## config.mk

```make
export PLATFORM = sky130hd
export DESIGN_NAME = rf_wb_sched_flat
export DESIGN_NICKNAME = d
export VERILOG_FILES = /design/src/rtl/rf_wb_sched_if.sv /design/src/rtl/rf_wb_sched.sv /design/src/flat_wrapper.sv
export SDC_FILE = /design/constraint.sdc
export NUM_CORES = 1
export LEC_CHECK = 0
export BUFFER_PORTS_ARGS = -buffer_cell sky130_fd_sc_hd__buf_2
export CAP_MARGIN = 15
export CORE_AREA = 2 2 62 64
export CTS_CLUSTER_DIAMETER = 60
export CTS_CLUSTER_SIZE = 24
export DETAILED_ROUTE_END_ITERATION = 16
export DIE_AREA = 0 0 64 66
export GPL_ROUTABILITY_DRIVEN = 1
export PLACE_DENSITY = 0.89
export SYNTH_ARGS = -nofsm -noshare
export SYNTH_HDL_FRONTEND = slang
export SYNTH_SLANG_ARGS = --single-unit
```

## constraint.sdc

```tcl
create_clock -name clk -period 1.8 [get_ports clk]
set_input_delay 0.09 -clock clk [delete_from_list [all_inputs] [get_ports clk]]
set_output_delay 0.09 -clock clk [all_outputs]
set_load 0.05 [all_outputs]
```

## src/rtl/rf_wb_sched_if.sv

```systemverilog
// ---------------------------------------------------------------------------
// rf_wb_sched_if
//   Bundle between the pipeline writeback stage, the writeback scheduler
//   and the register-file write port.
//
//   req0_*   ALU/EX writeback request   (valid/addr/data in, ready out)
//   req1_*   load/MEM writeback request (valid/addr/data in, ready out)
//   rf_*     single RF write port driven by the scheduler
//   init_done  high once the RF zero-fill has finished
//
//   slave  : the scheduler's view (takes requests, drives the RF port)
//   master : the pipeline/RF side's view
// ---------------------------------------------------------------------------
interface rf_wb_sched_if #(
    parameter int DATA_W = 16,
    parameter int ADDR_W = 6
);
    logic              req0_valid;
    logic              req0_ready;
    logic [ADDR_W-1:0] req0_addr;
    logic [DATA_W-1:0] req0_data;

    logic              req1_valid;
    logic              req1_ready;
    logic [ADDR_W-1:0] req1_addr;
    logic [DATA_W-1:0] req1_data;

    logic              rf_we;
    logic [ADDR_W-1:0] rf_w_addr;
    logic [DATA_W-1:0] rf_wdata;
    logic              init_done;

    modport slave (
        input  req0_valid, req0_addr, req0_data,
        input  req1_valid, req1_addr, req1_data,
        output req0_ready, req1_ready,
        output rf_we, rf_w_addr, rf_wdata, init_done
    );

    modport master (
        output req0_valid, req0_addr, req0_data,
        output req1_valid, req1_addr, req1_data,
        input  req0_ready, req1_ready,
        input  rf_we, rf_w_addr, rf_wdata, init_done
    );
endinterface

```

## src/rtl/rf_wb_sched.sv

```systemverilog
// ---------------------------------------------------------------------------
// rf_wb_sched
//   Writeback scheduler for the register file. Shares the single RF write
//   port between the ALU result (req0) and the load result (req1). Because
//   the RF arrays have no reset, every reset first sequences a zero-fill of
//   r1..r(2**ADDR_W-1) before any request is accepted.
//
//   Ports
//     clk   clock, all state changes on posedge
//     rst   synchronous active-high reset
//     bus   rf_wb_sched_if.slave:
//             req0/req1 valid/addr/data in, ready out (combinational)
//             rf_we/rf_w_addr/rf_wdata out (registered, 1-cycle latency)
//             init_done out (registered)
// ---------------------------------------------------------------------------
module rf_wb_sched #(
    parameter int DATA_W     = 16,
    parameter int ADDR_W     = 6,
    parameter int STARVE_MAX = 3
) (
    input  logic         clk,
    input  logic         rst,
    rf_wb_sched_if.slave bus
);
    localparam int CNT_W = $clog2(STARVE_MAX + 1);
    localparam logic [CNT_W-1:0] STARVE_LIM = CNT_W'(STARVE_MAX);

    localparam logic [0:0] ST_INIT = 1'b0;
    localparam logic [0:0] ST_RUN  = 1'b1;

    logic [0:0]        state_q,      state_d;
    logic [ADDR_W-1:0] init_addr_q,  init_addr_d;
    logic [CNT_W-1:0]  starve_cnt_q, starve_cnt_d;
    logic              rf_we_q,      rf_we_d;
    logic [ADDR_W-1:0] rf_w_addr_q,  rf_w_addr_d;
    logic [DATA_W-1:0] rf_wdata_q,   rf_wdata_d;
    logic              init_done_q,  init_done_d;

    logic run;
    logic starved;
    logic grant0;
    logic grant1;

    // Arbitration. Readies are forced low while rst is high so a requester
    // never sees an acceptance that the reset is about to throw away.
    always_comb begin
        run     = (state_q == ST_RUN) && !rst;
        starved = (starve_cnt_q == STARVE_LIM);
        grant1  = run && bus.req1_valid && (!bus.req0_valid || starved);
        grant0  = run && bus.req0_valid && !grant1;
    end

    assign bus.req0_ready = grant0;
    assign bus.req1_ready = grant1;

    always_comb begin
        state_d     = state_q;
        init_addr_d = init_addr_q;
        rf_we_d     = 1'b0;
        rf_w_addr_d = rf_w_addr_q;
        rf_wdata_d  = rf_wdata_q;
        init_done_d = init_done_q;

        if (state_q == ST_INIT) begin
            // init_addr wraps to 0 right after r(max) has been issued, which
            // marks the end of the zero-fill (r0 is never written).
            if (init_addr_q == '0) begin
                state_d     = ST_RUN;
                init_done_d = 1'b1;
            end else begin
                rf_we_d     = 1'b1;
                rf_w_addr_d = init_addr_q;
                rf_wdata_d  = '0;
                init_addr_d = init_addr_q + 1'b1;
            end
        end else if (grant0) begin
            rf_we_d     = (bus.req0_addr != '0);
            rf_w_addr_d = bus.req0_addr;
            rf_wdata_d  = bus.req0_data;
        end else if (grant1) begin
            rf_we_d     = (bus.req1_addr != '0);
            rf_w_addr_d = bus.req1_addr;
            rf_wdata_d  = bus.req1_data;
        end

        // Count consecutive cycles req1 waits; any cycle it is idle or
        // served breaks the streak.
        if (bus.req1_valid && !grant1) begin
            starve_cnt_d = starved ? starve_cnt_q : starve_cnt_q + 1'b1;
        end else begin
            starve_cnt_d = '0;
        end
    end

    always_ff @(posedge clk) begin
        if (rst) begin
            state_q      <= ST_INIT;
            init_addr_q  <= ADDR_W'(1);
            starve_cnt_q <= '0;
            rf_we_q      <= 1'b0;
            rf_w_addr_q  <= '0;
            rf_wdata_q   <= '0;
            init_done_q  <= 1'b0;
        end else begin
            state_q      <= state_d;
            init_addr_q  <= init_addr_d;
            starve_cnt_q <= starve_cnt_d;
            rf_we_q      <= rf_we_d;
            rf_w_addr_q  <= rf_w_addr_d;
            rf_wdata_q   <= rf_wdata_d;
            init_done_q  <= init_done_d;
        end
    end

    assign bus.rf_we     = rf_we_q;
    assign bus.rf_w_addr = rf_w_addr_q;
    assign bus.rf_wdata  = rf_wdata_q;
    assign bus.init_done = init_done_q;
endmodule
```

## src/flat_wrapper.sv

```systemverilog
// flat-port wrapper written by rule: the top's interface ports become plain ports
module rf_wb_sched_flat 
#(
    parameter int DATA_W     = 16,
    parameter int ADDR_W     = 6,
    parameter int STARVE_MAX = 3
)
  (clk, rst, bus_req0_valid, bus_req0_addr, bus_req0_data, bus_req1_valid, bus_req1_addr, bus_req1_data, bus_req0_ready, bus_req1_ready, bus_rf_we, bus_rf_w_addr, bus_rf_wdata, bus_init_done);
  rf_wb_sched_if #(.DATA_W(DATA_W), .ADDR_W(ADDR_W)) bus_i ();
  input  logic clk;
  input  logic rst;
  input wire logic [$bits(bus_i.req0_valid)-1:0] bus_req0_valid;
  input wire logic [$bits(bus_i.req0_addr)-1:0] bus_req0_addr;
  input wire logic [$bits(bus_i.req0_data)-1:0] bus_req0_data;
  input wire logic [$bits(bus_i.req1_valid)-1:0] bus_req1_valid;
  input wire logic [$bits(bus_i.req1_addr)-1:0] bus_req1_addr;
  input wire logic [$bits(bus_i.req1_data)-1:0] bus_req1_data;
  output wire logic [$bits(bus_i.req0_ready)-1:0] bus_req0_ready;
  output wire logic [$bits(bus_i.req1_ready)-1:0] bus_req1_ready;
  output wire logic [$bits(bus_i.rf_we)-1:0] bus_rf_we;
  output wire logic [$bits(bus_i.rf_w_addr)-1:0] bus_rf_w_addr;
  output wire logic [$bits(bus_i.rf_wdata)-1:0] bus_rf_wdata;
  output wire logic [$bits(bus_i.init_done)-1:0] bus_init_done;
  assign bus_i.req0_valid = bus_req0_valid;
  assign bus_i.req0_addr = bus_req0_addr;
  assign bus_i.req0_data = bus_req0_data;
  assign bus_i.req1_valid = bus_req1_valid;
  assign bus_i.req1_addr = bus_req1_addr;
  assign bus_i.req1_data = bus_req1_data;
  assign bus_req0_ready = bus_i.req0_ready;
  assign bus_req1_ready = bus_i.req1_ready;
  assign bus_rf_we = bus_i.rf_we;
  assign bus_rf_w_addr = bus_i.rf_w_addr;
  assign bus_rf_wdata = bus_i.rf_wdata;
  assign bus_init_done = bus_i.init_done;
  rf_wb_sched #(.DATA_W(DATA_W), .ADDR_W(ADDR_W), .STARVE_MAX(STARVE_MAX)) u_core (.clk(clk), .rst(rst), .bus(bus_i));
endmodule
```

==> results of run 1 <==
==> kinds of logic after synthesis <==
group	share of synthesized area (%)
and+or+nand+nor	20.3
AOI/OAI and AO/OA	26.3
DFF	41.3
adders and majority gates	2.35
buffers and inverters	7.66
xor gates and xnor gates	2.19
==> power by group <==
group          switching, mW  internal [mW]
Sequential             0.106          0.889
Combinational          0.866          0.442
Clock                  0.268          0.147
==> worst max-delay path, delay by kind of cell (launching register included) <==
kind                     cells  cell delay (ps)
buffers and inverters        3              480
flip-flops                   1              350
adder cells (fa/ha/maj)      1              230
AND/OR/NAND/NOR              2              190
==> repair_timing <==
| action | in CTS | in global routing |
|---|---|---|
| endpoints found under the hold margin | 16 | 0 |
| setup endpoints to repair | 1 | 4 |
| pin swaps | 0 | 1 |
| resized for setup | 4 | 3 |
| setup buffers | 0 | 1 |
| hold buffers | 16 | 0 |
==> metal layers <==
metal  track usage [%]  routed length (microns)  part of all wire (%)  vias to the layer above
li1                  -                        -                     -                      836
met1              28.3                     2050                    43                      784
met2              38.2                     2290                    49                       57
met3              5.79                      265                   5.6                       10
met4              10.1                      107                   2.3                        0
met5                 0                        0                     0                        -
==> area by class of cell <==
class                      count  area [sq um]
clock buffer                   5          37.5
tap                           48          60.1
fill                         300          1280
multi-input combinational    113           825
clock inverter                 3          17.5
timing repair buffer         100           618
sequential                    33           661
inverter                      13          56.3
==> final timing paths <==
kind,slack [ps],start,end
setup reg to reg,150,u_core.init_addr_q[1],u_core.bus.rf_w_addr[0]
hold / removal,10,bus_req1_addr[5],u_core.bus.rf_we
hold reg to reg,460,u_core.bus.rf_w_addr[4],u_core.bus.rf_w_addr[4]
setup / recovery,130,u_core.starve_cnt_q[0],bus_req0_ready
==> flip-flops by register name, summed over array words and instances (netlist names) <==
register / cells
u_core.state_q: 1
u_core.bus.rf_wdata: 16
u_core.init_addr_q: 6
u_core.bus.rf_w_addr: 6
u_core.bus.rf_we: 1
u_core.starve_cnt_q: 2
u_core.bus.init_done: 1
==> through the flow <==
| step | area (sq um) | instances | hold slack [ps] | total power [mW] | utilization, % |
|---|---|---|---|---|---|
| final | 2270 | 315 | 12.8 | 2.72 | 64.1 |
| after global routing | 2270 | 315 | 13.9 | 2.87 | 64.1 |
| after CTS | 2250 | 314 | 12.1 | 2.70 | 63.5 |
| after detailed placement | 2030 | 290 | 320 | 2.27 | 57.1 |
| after global placement | 2030 | 290 | 315 | 2.24 | 57.1 |
| after floorplan | 1600 | 171 | 220 | 1.94 | - |
==> placed cells by master (no fill, tap or decap), types with 3 or more instances in the layout <==
cell and n:
dlygate4sd3_1 16, a211oi_1 5, and3_1 17, a31oi_1 5, nand4_1 5, ha_1 3, nor2_1 13, dfxtp_1 33
buf_2 72, o41ai_1 4, a21oi_1 4, clkbuf_4 5, nand2_1 14, a221o_2 15, inv_1 12, buf_4 10
==> impl_metrics.csv, run 1 <==
group,metric,value,unit
status,status,"finished, final reports clean",
clock_tree,cts_sinks,33,
min_path,hold_path.class,"primary input to register",
sta,rsz0062_at_grt,"false",
power,ir_worst_vdd,654,uV
sta,setup_violations,0,
placement,portBuffers,73,
clock_tree,cts_buffer_depth,2,
yosys,synth.most_common_cell,"dfxtp_1",
yosys,ys_types,40,
yosys,yosysWarnings,0,
clock_tree,clk_pin_slew,110,ps
grt,grt_max_degree,19,
sta,max_freq,598,MHz
drt,drt_iter0_markers,76,
floorplanning,io_pins,74,
sta,finalCritPeriodShare,92.9,%
sta,finClkSkew,10.2,ps
clock_tree,cts_tree,"done",
grt,grt_pass1_wl,7420,microns
yosys,synth-edff-count,0,
sta,slew_headroom,64.1,%
sta,final_max_slew_viol_count,0,
floorplanning,row_count,22,
grt,gr-total-overflow,0,
worst_setup_path,path_max_fanout,18,
worst_setup_path,crit_top_cell,"buf_6",
floorplanning,die_x,64,microns
sta,tns,0,ps
clock_tree,htreeDepth,2,
cells_and_area,nets,317,
clock_tree,clockRootBuffer,"clkbuf_4",
power,power_density,1200,nW/um^2
drt,drt-wirelength-per-cell,15.0,microns
worst_setup_path,worst-r2r-cell-count,6,
yosys,synth_flop_cell,"dfxtp_1",
yosys,synth.top_cell.area_share,41.3,%
yosys,syn_avg_cell_area,9.36,sq um
yosys,syn-cell-area,1600,sq um
worst_setup_path,slowest_stage,"dfxtp_1",
grt,grt_pass1_vias,1595,
yosys,synth_cells,171,
yosys,seq_area_frac_synth,41.3,%
placement,pre_cts_ws,135,ps
grt,antenna_found_initial,0,
clock_tree,cts_inserted_buffers,5,
cells_and_area,areaGrowthSynthToFinish,42.1,%
cells_and_area,antenna_cells,0,
drt,drt_first_pass_iters,4,
placement,gp_congestion,1.02,
cells_and_area,drive_above_1_share,43.1,%
min_path,holdPathStages,3,
sta,hold_viol_final,0,
sta,worst_pin_slew,537,ps
floorplanning,core,3550,sq um
drt,wl,4720,microns
grt,track_usage,23.1,%
flow_run,drv_cap,0,
worst_setup_path,start_kind,"register",
yosys,syn_nets,222,
worst_setup_path,crit_chain,"ha_1, nand2_2, nand4_1, buf_6, inv_8, buf_6",
placement,hpwl,3340,microns
yosys,ys_top_cells_by_area,"dfxtp_1 (41%), a221o_2 (11%), and3_1 (6.6%)",
floorplanning,die_h,66,microns
yosys,synth_seq_cells,33,
worst_setup_path,worst_setup_path_end_kind,"output pin",
worst_setup_path,path_class,"register to output pin",
worst_setup_path,required,1710,ps
sta,setup_ws,128,ps
drt,drcViolationCount,0,
yosys,yosysTopAreaCell,"dfxtp_1",
yosys,async_flop_share,0,%
floorplanning,initial_core_util,45.1,%
yosys,synthTopCellsByCount,"dfxtp_1 (33), and3_1 (17), a221o_2 (15)",
drt,vias,1687,
worst_setup_path,arrival,1580,ps
worst_setup_path,critical_path.max_stage_delay,350,ps
drt,ant_nets,0,
drt,vias_per_cell,5.36,
floorplanning,dieArea,4220,sq um
power,leakagePower,1.14,nW
clock_tree,clk_latency,340,ps
sta,period_needed,1670,ps
No activity file was read; power rests on OpenSTA's default activity.
==> run 2, diff against run 1 <==
- BUFFER_PORTS_ARGS: -buffer_cell sky130_fd_sc_hd__buf_2 -> not set
- CORE_AREA: 2 2 62 64 -> 2 2 55 57
- DIE_AREA: 0 0 64 66 -> 0 0 57 59
- DONT_BUFFER_PORTS: not set -> 1
- PLACE_DENSITY: 0.89 -> 0.85
==> run 2 against run 1 <==
The run now ends with hold timing, setup timing left. First-iteration DRC count increased by 89%. Critical path type is now register to register. Via count is 5.9% higher. Sequential share of layout area grew 1.6 points. Fmax fell by 7.9%. Register-to-register slack worse by 170 ps. Routed wire length up 28%. Worst hold slack worse by 19 ps. Clock skew is 6.3 ps higher. Total power is 6.2% higher. Worst setup slack got worse by 140 ps. Core utilization rose by 16 points. Global-route usage increased by 14 points.
==> impl_metrics.csv, run 2 (same netlist as run 1, synthesis figures left out) <==
group,metric,value,unit
power,leakagePower,0.942,nW
cells_and_area,largest_reg_flops,16,
placement,hpwl,3040,microns
drt,wl,6040,microns
drt,vias,1786,
worst_setup_path,path_max_fanout,13,
cells_and_area,multi_input_area,837,sq um
worst_setup_path,path_class,"register to register",
sta,setup_ws,-15.1,ps
cells_and_area,drive_above_1_share,21.3,%
floorplanning,row_count,19,
grt,grt_pass1_wl,9290,microns
grt,grt_pass1_vias,1755,
floorplanning,die_h,59,microns
drt,drcViolationCount,0,
floorplanning,core,2710,sq um
sta,finalCritPeriodShare,101,%
clock_tree,cts_sinks,33,
cells_and_area,fin_area,2160,sq um
worst_setup_path,cpLargestDelayFamily,"simple AND/OR/NAND/NOR gates",
power,seqPwrFrac,50.6,%
worst_setup_path,slowest_stage,"dfxtp_1",
placement,portBuffers,0,
placement,gp_congestion,0.883,
floorplanning,dieArea,3360,sq um
grt,gr-total-overflow,0,
grt,track_usage,37.5,%
sta,hold_viol_final,1,
worst_setup_path,start_kind,"register",
worst_setup_path,critPathBufInv,2,
cells_and_area,areaGrowthSynthToFinish,34.8,%
power,p_switching,1.30,mW
floorplanning,initial_core_util,59.0,%
power,power,2.89,mW
cells_and_area,nets,266,
clock_tree,clk_pin_slew,110,ps
worst_setup_path,rr_endpoint,"u_core.bus.rf_w_addr[3]",
power,cellInternalPower,1.59,mW
grt,grt_max_degree,19,
clock_tree,clockRootBuffer,"clkbuf_4",
sta,final_max_slew_viol_count,0,
worst_setup_path,worst_setup_path_end_kind,"register",
sta,finalHoldWorstSlack,-6.50,ps
floorplanning,die_x,57,microns
clock_tree,cts_tree,"done",
power,power_density,1340,nW/um^2
cells_and_area,layout_common_cells,"dlygate4sd3_1 (37), dfxtp_1 (32), and3_1 (17)",
power,comb_power_share,28.4,%
drt,drt-wirelength-per-cell,24.3,microns
cells_and_area,final.fill_count,143,
min_path,timing.hold.worst_endpoint,"u_core.starve_cnt_q[0]",
status,violations,"hold timing, setup timing",
power,switching_share,45.0,%
cells_and_area,final_common_cell,"dlygate4sd3_1",
drt,ant_nets,0,
worst_setup_path,worst-r2r-cell-count,7,
min_path,holdPathStages,2,
power,ir_worst_vdd,1110,uV
flow_run,drv_cap,0,
worst_setup_path,r2r_setup_slack,-20,ps
clock_tree,clk_latency,350,ps
min_path,min_from,"bus_req1_valid",
sta,slew_headroom,58.8,%
grt,antenna_found_initial,1,
min_path,hold_path.class,"primary input to register",
sta,max_freq,551,MHz
worst_setup_path,required,2010,ps
cells_and_area,seqCellArea,662,sq um
power,clockPowerShare,21.0,%
drt,vias_per_cell,7.20,
floorplanning,io_pins,74,
clock_tree,htreeDepth,2,
worst_setup_path,rr_startpoint,"u_core.init_addr_q[0]",
worst_setup_path,arrival,2020,ps
drt,drt_first_pass_iters,5,
placement,placed_area,1630,sq um
worst_setup_path,crit_chain,"inv_1, ha_1, or2b_2, o41ai_4, buf_6, nand2_1, o41ai_1",
status,status,"finished, violations left",
sta,finClkSkew,16.5,ps
worst_setup_path,critical_path.max_stage_delay,370,ps
sta,period_needed,1820,ps
clock_tree,cts_inserted_buffers,5,
clock_tree,cts_buffer_depth,2,
sta,setup_violations,1,
drt,drt_iter0_markers,144,
worst_setup_path,crit_cells,7,
sta,worst_pin_slew,615,ps
## run 2: cell count changes in the layout (fill, tap and decap cells not counted), moves of 2 or more
cell,change
buf_4,-2
buf_6,+2
clkinv_2,-2
buf_2,-72
dlygate4sd3_1,+21
## run 2: cell type report
cell class                 instances  share of cell area, %
antenna                            1                  0.116
clock buffer                       7                   2.55
clock inverter                     1                   1.39
inverter                          13                   2.61
multi-input combinational        113                   38.8
sequential                        33                   30.7
tap                               31                   1.80
timing repair buffer              49                   22.0
## run 2: worst max-delay path by stage
stage,start,to
6_report,u_core.init_addr_q[0],u_core.bus.rf_w_addr[3]
5_1_grt,u_core.init_addr_q[0],u_core.bus.rf_w_addr[3]
3_3_place_gp,u_core.init_addr_q[0],u_core.bus.rf_w_addr[2]
3_5_place_dp,u_core.starve_cnt_q[0],u_core.bus.rf_wdata[7]
2_1_floorplan,u_core.starve_cnt_q[0],u_core.bus.rf_wdata[1]
4_1_cts,u_core.starve_cnt_q[0],bus_req0_ready
## run 2: metrics by stage
step / instances / hold WS (ps) / setup TNS (ps) / worst slack, ps / util [%]
floorplan: 171 / 220 / 0 / 43.5 / -
global placement: 198 / 162 / 0 / 180 / 60.0
detailed placement: 198 / 164 / 0 / 85.7 / 60.0
CTS: 244 / 0.721 / 0 / 24.6 / 77.5
global route: 248 / 10.0 / -41.1 / -24.2 / 79.6
finish: 248 / -6.50 / -15.1 / -15.1 / 79.6
## run 2: power by group through the flow
stage	Clock (mW)	Sequential [mW]	Combinational (mW)
after floorplan	0	1.41	0.525
after global placement	0	1.45	0.604
after detailed placement	0	1.45	0.638
after CTS	0.592	1.44	0.714
after global routing	0.642	1.47	0.873
final	0.606	1.46	0.820
## run 2: per-layer routing
metal / GRT usage, % / share of wire [%] / routed length (microns) / up-vias
li1: - / - / - / 734
met1: 42.3 / 32 / 1950 / 802
met2: 59.4 / 46 / 2800 / 194
met3: 14.6 / 14 / 845 / 56
met4: 24.6 / 7.4 / 445 / 0
met5: 0 / 0 / 0 / -
## run 2: repair_timing
action,CTS,global route
resized for setup,4,9
buffers inserted,1,3
hold endpoints to repair,31,1
setup endpoints to repair,1,22
hold buffers,37,1
pin swaps,1,2
